### config.mk
export PLATFORM = sky130hd
export DESIGN_NAME = vga_vram_arbiter
export DESIGN_NICKNAME = d
export VERILOG_FILES = /design/src/rtl/vga_vram_arbiter.sv
export SDC_FILE = /design/constraint.sdc
export NUM_CORES = 1
export LEC_CHECK = 0
export ABC_AREA = 1
export BUFFER_PORTS_ARGS = -buffer_cell sky130_fd_sc_hd__buf_2
export CORE_MARGIN = 3
export CORE_UTILIZATION = 42
export DETAILED_ROUTE_END_ITERATION = 16
export GPL_TIMING_DRIVEN = 0
export PLACE_DENSITY = 0.79
export SETUP_SLACK_MARGIN = 0.2
export SLEW_MARGIN = 5
export SYNTH_ARGS = -nofsm -noshare
export SYNTH_HDL_FRONTEND = slang
export SYNTH_SLANG_ARGS = --single-unit
### constraint.sdc
create_clock -name CLK_50M -period 2.4 [get_ports CLK_50M]
set_input_delay 0.12 -clock CLK_50M [delete_from_list [all_inputs] [get_ports CLK_50M]]
set_output_delay 0.12 -clock CLK_50M [all_outputs]
set_load 0.02 [all_outputs]
### src/rtl/vga_vram_arbiter.sv
`default_nettype none
// ============================================================================
// Module   : vga_vram_arbiter
// Purpose  : Shares a single-port 320x240x8 VRAM between video scan-out, which
//            always has priority, and a CPU request/ack port. A CPU request
//            that collides with a video slot is retried on the next cycle.
// Config   : define VGA_VRAM_CPU_READ_EN to allow CPU reads of VRAM.
// Revision : 1.0 - initial release
// ============================================================================
module vga_vram_arbiter (
  input  logic        CLK_50M,
  input  logic        reset,
  input  logic        pix_en,
  input  logic [9:0]  xpos,
  input  logic [9:0]  ypos,
  input  logic        vid_active,
  input  logic        cpu_req,
  input  logic        cpu_we,
  input  logic [16:0] cpu_addr,
  input  logic [7:0]  cpu_wdata,
  output logic        cpu_ack,
  output logic [7:0]  cpu_rdata,
  output logic [16:0] mem_addr,
  output logic        mem_we,
  output logic [7:0]  mem_wdata,
  input  logic [7:0]  mem_rdata,
  output logic [7:0]  pixel
);

  localparam logic [16:0] C_FB_BYTES = 17'd76800;
`ifdef VGA_VRAM_CPU_READ_EN
  localparam logic C_READ_EN = 1'b1;
`else
  localparam logic C_READ_EN = 1'b0;
`endif

  typedef enum logic [1:0] {
    S_IDLE  = 2'd0,
    S_ISSUE = 2'd1,
    S_ACK   = 2'd2
  } state_t;

  state_t      r_state;
  logic        r_cpu_ack;
  logic [7:0]  r_cpu_rdata;
  logic [7:0]  r_pixel;
  logic        r_vid_fetch;

  logic        w_slot;
  logic [16:0] w_src_y;
  logic [16:0] w_vid_addr;
  logic        w_in_range;
  logic        w_needs_mem;
  logic        w_start;
  logic        w_unused;

  assign w_slot     = pix_en & vid_active & ~xpos[0];
  assign w_src_y    = {8'd0, ypos[9:1]};
  // (y/2)*320 = (y/2)*256 + (y/2)*64
  assign w_vid_addr = (w_src_y << 8) + (w_src_y << 6) + {8'd0, xpos[9:1]};
  assign w_in_range = (cpu_addr < C_FB_BYTES);
  // Reads need no memory cycle when CPU read-back is disabled, so they never wait
  assign w_needs_mem = cpu_we | C_READ_EN;
  assign w_start     = (r_state == S_IDLE) & cpu_req & ~(w_slot & w_needs_mem);
  assign w_unused    = ypos[0];

  assign cpu_ack   = r_cpu_ack;
  assign cpu_rdata = r_cpu_rdata;
  assign pixel     = r_pixel;

  always_comb begin
    mem_addr  = 17'd0;
    mem_we    = 1'b0;
    mem_wdata = 8'h00;
    if (!reset) begin
      if (w_slot) begin
        mem_addr = w_vid_addr;
      end else if (w_start && w_needs_mem) begin
        mem_addr  = cpu_addr;
        mem_we    = cpu_we & w_in_range;
        mem_wdata = cpu_we ? cpu_wdata : 8'h00;
      end
    end
  end

  always_ff @(posedge CLK_50M) begin
    if (reset) begin
      r_state     <= S_IDLE;
      r_cpu_ack   <= 1'b0;
      r_cpu_rdata <= 8'h00;
      r_pixel     <= 8'h00;
      r_vid_fetch <= 1'b0;
    end else begin
      r_vid_fetch <= w_slot;
      if (r_vid_fetch) begin
        r_pixel <= mem_rdata;
      end else if (pix_en && !vid_active) begin
        r_pixel <= 8'h00;
      end

      r_cpu_ack <= 1'b0;
      case (r_state)
        S_IDLE: begin
          if (w_start) begin
            r_state <= S_ISSUE;
          end
        end
        S_ISSUE: begin
          if (!cpu_we) begin
            r_cpu_rdata <= (C_READ_EN && w_in_range) ? mem_rdata : 8'h00;
          end
          r_cpu_ack <= 1'b1;
          r_state   <= S_ACK;
        end
        S_ACK: begin
          r_state <= S_IDLE;
        end
        default: begin
          r_state <= S_IDLE;
        end
      endcase
    end
  end

endmodule
`default_nettype wire

==> results.md, run 1 <==
* Status: complete, no violations
* ANT cells at 0
* Worst-Skew Late Latency at 0.27 ns
* Syn_area_per_cell at 6.15 um2
* CTS tree: done
* First-pass GRT wire length at 6.30 mm
* Most used cell, CP: inv_1
* MaxCap Viol Count at 0
* Top_reg_cell synth: dfxtp_1
* Setup WS pre-CTS at 0.177 ns
* Core Rows at 20
* Htree depth at 1
* WS Path Type: primary input to primary output
* Reg2Reg Setup Slack at 1.16 ns
* Slowest CP cell: fa_1
* Peak supply drop at 0.234 mV
* Final cell area excluding filler cells at 2050 um2
* Async S/R FF share, synth at 0%
* Clk_skew at 0.00520 ns
* Yosys top cell area share at 16.6%
* Die H at 64.8 um
* RSZ-0062 raised after global routing: true
* Largest net degree at the start of global routing at 11
* Setup_tns at 0 ns
* Root buffer cell: clkbuf_4
* Synthesized flop and latch total at 12
* Final setup viols at 0
* Crit. path cell count at 13
* CTS buffer count at 3
* Largest stage delay, worst path at 0.41 ns
* Final Hold Fails at 0
* Initial drt markers at 56
* Worst Hold Class: primary input to flip-flop
* Full die area at 4200 um2
* Top cells by area, synth: dfxtp_1 (17%), ha_1 (15%), nand2_1 (14%), inv_1 (11%), a21oi_1 (6.6%)
* CP required at 2.28 ns
* Routed Antenna Nets at 0
* Net count reported at finish at 418
* Total global-route track usage at 18.4%
* Overflow after GRT at 0
* Worst Path Max Fanout at 5
* Reg2reg path depth at 4
* Fmax at 486 MHz
* Setup crit start: xpos[9]
* Bufs on Longest Clock Path at 2
* Ys Warns at 0
* First-pass DRT Iterations at 6
* Crit. End Element: primary output
* Leakage at 0.00128 uW
* Post-synth EDFFs at 0
* Crit path DAT at 1.94 ns
* DRC violations left at 0
* Min Clock Period, post-route at 2.06 ns
* CP bufs+invs at 5
* Floorplan core area at 3180 um2
* Netlist cell types at 28
* R2r endpoint: pixel[7]$_SDFFE_PP0P_
* Tcrit/Tclk final at 85.7%
* Area after DPL at 1990 um2
* Final GP Congestion at 0.874
* Via count at 1747
* Post-Syn Instances at 236
* Utilization after layout at 64.6%
* Ratio of cells with drive above 1 in the final layout at 35.4%
* Hold_ws at 0.0830 ns
* Worst path cell trace: buf_2, inv_1, fa_1, inv_1, ha_1, or2_2, nand3_1, nand2_1, a21oi_1, o21ai_0, nand2_1, inv_1, buf_2
* Final Max Tran Viols at 0
* WL/cell at 10.1 um
* Area of the mapped netlist at 1450 um2
* Ports at 102
* Sequential share of the synthesized area at 16.6%
* CP delay by family, top: adder cells
* Layout area overhead at 41.6%
* Initial antenna violation count at 0
* Total length of routed wires at 3.89 mm
* Setup bufs post-CTS at 0
* Die width at 64.8 um
* RR Startpoint: r_vid_fetch$_SDFF_PP0_
* Port bufs at 92
* Most common cell in the synthesized netlist: nand2_1
* Routed vias/inst at 4.56
* HPWL after DPL at 3.35 mm
* Critical path endpoint: mem_addr[12]
* PD cells at 338 nW/um2
* Vias in the first global route at 1636
* Worst setup SP type: primary input
* Post-route setup slack at 0.344 ns
* Initial Utilization at 45.7%
* Post-synth top area cell: dfxtp_1
* Clock Sink Count at 12
* Post-CTS Hold Buffers at 0
* Clock slew at reported path FFs at 0.07 ns
* Top cells by count, synth: nand2_1 (55), inv_1 (43), a21oi_1 (19)
logic make-up after synthesis:
group	synth area share, %
AOI/OAI and AO/OA	15.3
and+or+nand+nor	31.9
xor gates and xnor gates	0.604
other	0.258
adders and majority gates	17.4
DFF	16.6
buffers and inverters	18.0
sequential cells by signal, indices dropped and copies added (netlist names):
| register | cells |
|---|---|
| pixel | 8 |
| r_state | 2 |
| cpu_ack | 1 |
| r_vid_fetch | 1 |
tightest hold or removal path, stage by stage:
cell	delay, ns
buf_2	0.09
nand2_1	0.05
a21oi_1	0.05
per-layer routing:
metal | GRT usage (%) | vias to the layer above | wire, um
met1 | 20.6 | 729 | 1620
met2 | 34.2 | 80 | 1850
met4 | 2.64 | 0 | 5
met5 | 0 | - | 0
met3 | 5.89 | 2 | 412
li1 | - | 936 | -
report_power, final:
part           switching, uW  internal [uW]
combinational            192            138
sequential              3.21            204
clock                   64.9           92.3
cell type report:
cell class              count  area, um2
fillers                   329       1120
well taps                  44       55.1
clock buffers               4       36.3
flip-flops and latches     12        240
plain buffers              13       92.6
repair buffers             92        465
inverters                  45        169
multi-input cells         173        996
stage by stage:
stage	power, uW	std cells
2_1_floorplan	429	243
3_3_place_gp	529	379
3_5_place_dp	531	379
4_1_cts	692	383
5_1_grt	759	383
6_report	694	383
worst min path at each step:
stage,slack [ns],startpoint,to,depth (start not counted)
final,0.08,mem_rdata[2],pixel[2]$_SDFFE_PP0P_,3
after global routing,0.09,mem_rdata[5],pixel[5]$_SDFFE_PP0P_,3
after CTS,0.08,mem_rdata[2],pixel[2]$_SDFFE_PP0P_,3
after floorplan,0.22,cpu_we,r_state[0]$_SDFFE_PP0P_,1
after global placement,0.37,mem_rdata[2],pixel[2]$_SDFFE_PP0P_,3
after detailed placement,0.37,mem_rdata[2],pixel[2]$_SDFFE_PP0P_,3
cells in the final DEF, fill, tap and decap left out, types with 2 or more instances in the layout:
master,instances
ha_1,17
conb_1,8
buf_4,11
nor3_1,2
clkbuf_4,3
dfxtp_1,12
nand2b_1,8
nand3_1,12
nor2_1,16
nand2_1,54
buf_2,92
o21ai_1,11
a21oi_1,19
inv_2,2
inv_1,43
nand3_2,3
o21ai_0,10
repair_timing:
item                                    in CTS  in global routing
pin swaps                                    0                  3
resized for setup                            1                  7
endpoints found under the setup margin       1                  4
Power figures use the tool's default switching activity.
==> inputs of run 2 (changes only) <==
Settings changed: GPL_TIMING_DRIVEN 0 to default, PLACE_DENSITY 0.79 to 0.85.
==> run 2 against run 1 <==
Maximum frequency fell by 0.12%. Cell count fell by 3.7%. Critical path depth fell by 1. Worst hold slack improved by 0.019 ns. Die area did not move. Combinational power fell by 1%. Clock-buffer cell count fell by 1. Total power fell by 6.5%. Clock skew fell by 0.0015 ns. Sequential share of layout area rose by 0.54 points. Register-to-register slack improved by 0.09 ns. Via count rose by 0.69%.
==> results.md, run 2 (same netlist as run 1, synthesis figures left out) <==
* PD cells at 331 nW/um2
* Final GP Congestion at 0.871
* Largest net degree at the start of global routing at 22
* Total global-route track usage at 18.5%
* CP required at 2.28 ns
* Commonest non-fill, non-tap cell in the layout: buf_2
* Ports at 102
* Post-CTS Hold Buffers at 0
* Die width at 64.8 um
* Routed Antenna Nets at 0
* WS Path Type: primary input to primary output
* Max reg flops at 8
* RSZ-0062 raised after global routing: false
* Clock Sink Count at 12
* Clk_skew at 0.00372 ns
* Root buffer cell: clkbuf_4
* Worst path cell trace: buf_2, inv_1, fa_1, inv_1, fa_2, nand3_2, nand3_4, a21oi_1, o21ai_0, nand2_1, inv_1, buf_2
* Leakage at 0.00120 uW
* Vias in the first global route at 1619
* Routed vias/inst at 4.77
* Setup bufs post-CTS at 0
* Worst hold path endpoint: pixel[7]$_SDFFE_PP0P_
* Setup_tns at 0 ns
* Final setup viols at 0
* Via count at 1759
* WL/cell at 10.7 um
* HPWL after DPL at 3.29 mm
* Bufs on Longest Clock Path at 2
* Fmax at 486 MHz
* Hold Startpoint: mem_rdata[7]
* Most used cell, CP: inv_1
* Full die area at 4200 um2
* Pwr Total at 649 uW
* Net count reported at finish at 405
* RR Startpoint: r_vid_fetch$_SDFF_PP0_
* Min Clock Period, post-route at 2.06 ns
* Final Hold Fails at 0
* Crit. End Element: primary output
* Port bufs at 92
* Htree depth at 1
* CTS buffer count at 3
* Clock slew at reported path FFs at 0.07 ns
* WHS Path Cells at 3
* Final Max Tran Viols at 0
* ANT cells at 0
* Peak supply drop at 0.157 mV
* Die H at 64.8 um
* Status: complete, no violations
* Worst Path Max Fanout at 4
* R2r endpoint: pixel[5]$_SDFFE_PP0P_
* Ratio of cells with drive above 1 in the final layout at 33.2%
* Final cell area excluding filler cells at 1960 um2
* Most frequent cells in the layout: buf_2 (92), nand2_1 (54), inv_1 (43)
* Overflow after GRT at 0
* Layout area overhead at 35.3%
* Core Rows at 20
* DRC violations left at 0
* Slowest CP cell: fa_1
* CP bufs+invs at 5
* Worst-Skew Late Latency at 0.26 ns
* CTS tree: done
* Crit path DAT at 1.94 ns
* CP delay by family, top: adder cells
* First-pass GRT wire length at 6.44 mm
* Initial Utilization at 45.7%
* Total length of routed wires at 3.96 mm
* Reg2reg path depth at 3
* Worst Hold Class: primary input to flip-flop
* MaxCap Viol Count at 0
* First-pass DRT Iterations at 4
* Area after DPL at 1900 um2
* Largest stage delay, worst path at 0.53 ns
* Reg2Reg Setup Slack at 1.25 ns
* Initial antenna violation count at 0
* Initial drt markers at 109
* Worst setup SP type: primary input
* Floorplan core area at 3180 um2
* Tcrit/Tclk final at 85.8%
-- run 2: worst min-delay path: cells and delay by family --
family / cells / cell delay, ns
AO/OA/AOI/OAI: 1 / 0.05
AND/OR/NAND/NOR: 1 / 0.05
buffers and inverters: 1 / 0.09
-- run 2: cell type report --
class | count | area, um2
fill | 295 | 1210
multi-input combinational | 173 | 1020
timing repair buffer | 92 | 460
sequential | 12 | 240
inverter | 45 | 169
tap | 44 | 55.1
clock buffer | 3 | 22.5
-- run 2: worst max path at each step --
stage,start,endpoint,slack [ns],cells past startpoint
6_report,xpos[9],mem_addr[11],0.34,12
4_1_cts,xpos[9],mem_addr[15],0.21,14
5_1_grt,xpos[9],mem_addr[11],0.16,12
3_3_place_gp,xpos[9],mem_addr[13],0.20,12
3_5_place_dp,xpos[9],mem_addr[13],0.16,12
2_1_floorplan,xpos[9],mem_addr[10],0.42,10
-- run 2: report_power, final --
| group | leakage [uW] | switching [uW] | internal [uW] |
|---|---|---|---|
| clock | 0.0000138 | 57.4 | 57.9 |
| combinational | 0.00109 | 195 | 130 |
| sequential | 0.0000974 | 4.50 | 204 |
| total | 0.00120 | 256 | 393 |
-- run 2: routing by layer --
metal / up-vias / track usage, % / part of all wire (%)
met1: 750 / 22.4 / 40
met4: 0 / 3.17 / 1.0
li1: 910 / - / -
met5: - / 0 / 0
met3: 6 / 5.20 / 11
met2: 93 / 32.7 / 48
-- run 2: repair_timing --
item	in CTS	in global routing
pin swaps	0	2
resized for setup	2	8
endpoints found under the setup margin	1	5
-- run 2: through the flow --
step / util, % / setup slack [ns] / cells / hold slack (ns)
6_report: 61.8 / 0.341 / 369 / 0.102
5_1_grt: 61.8 / 0.164 / 369 / 0.105
4_1_cts: 60.7 / 0.210 / 369 / 0.0898
3_5_place_dp: 59.8 / 0.160 / 366 / 0.371
3_3_place_gp: 59.8 / 0.201 / 366 / 0.365
2_1_floorplan: - / 0.423 / 243 / 0.223
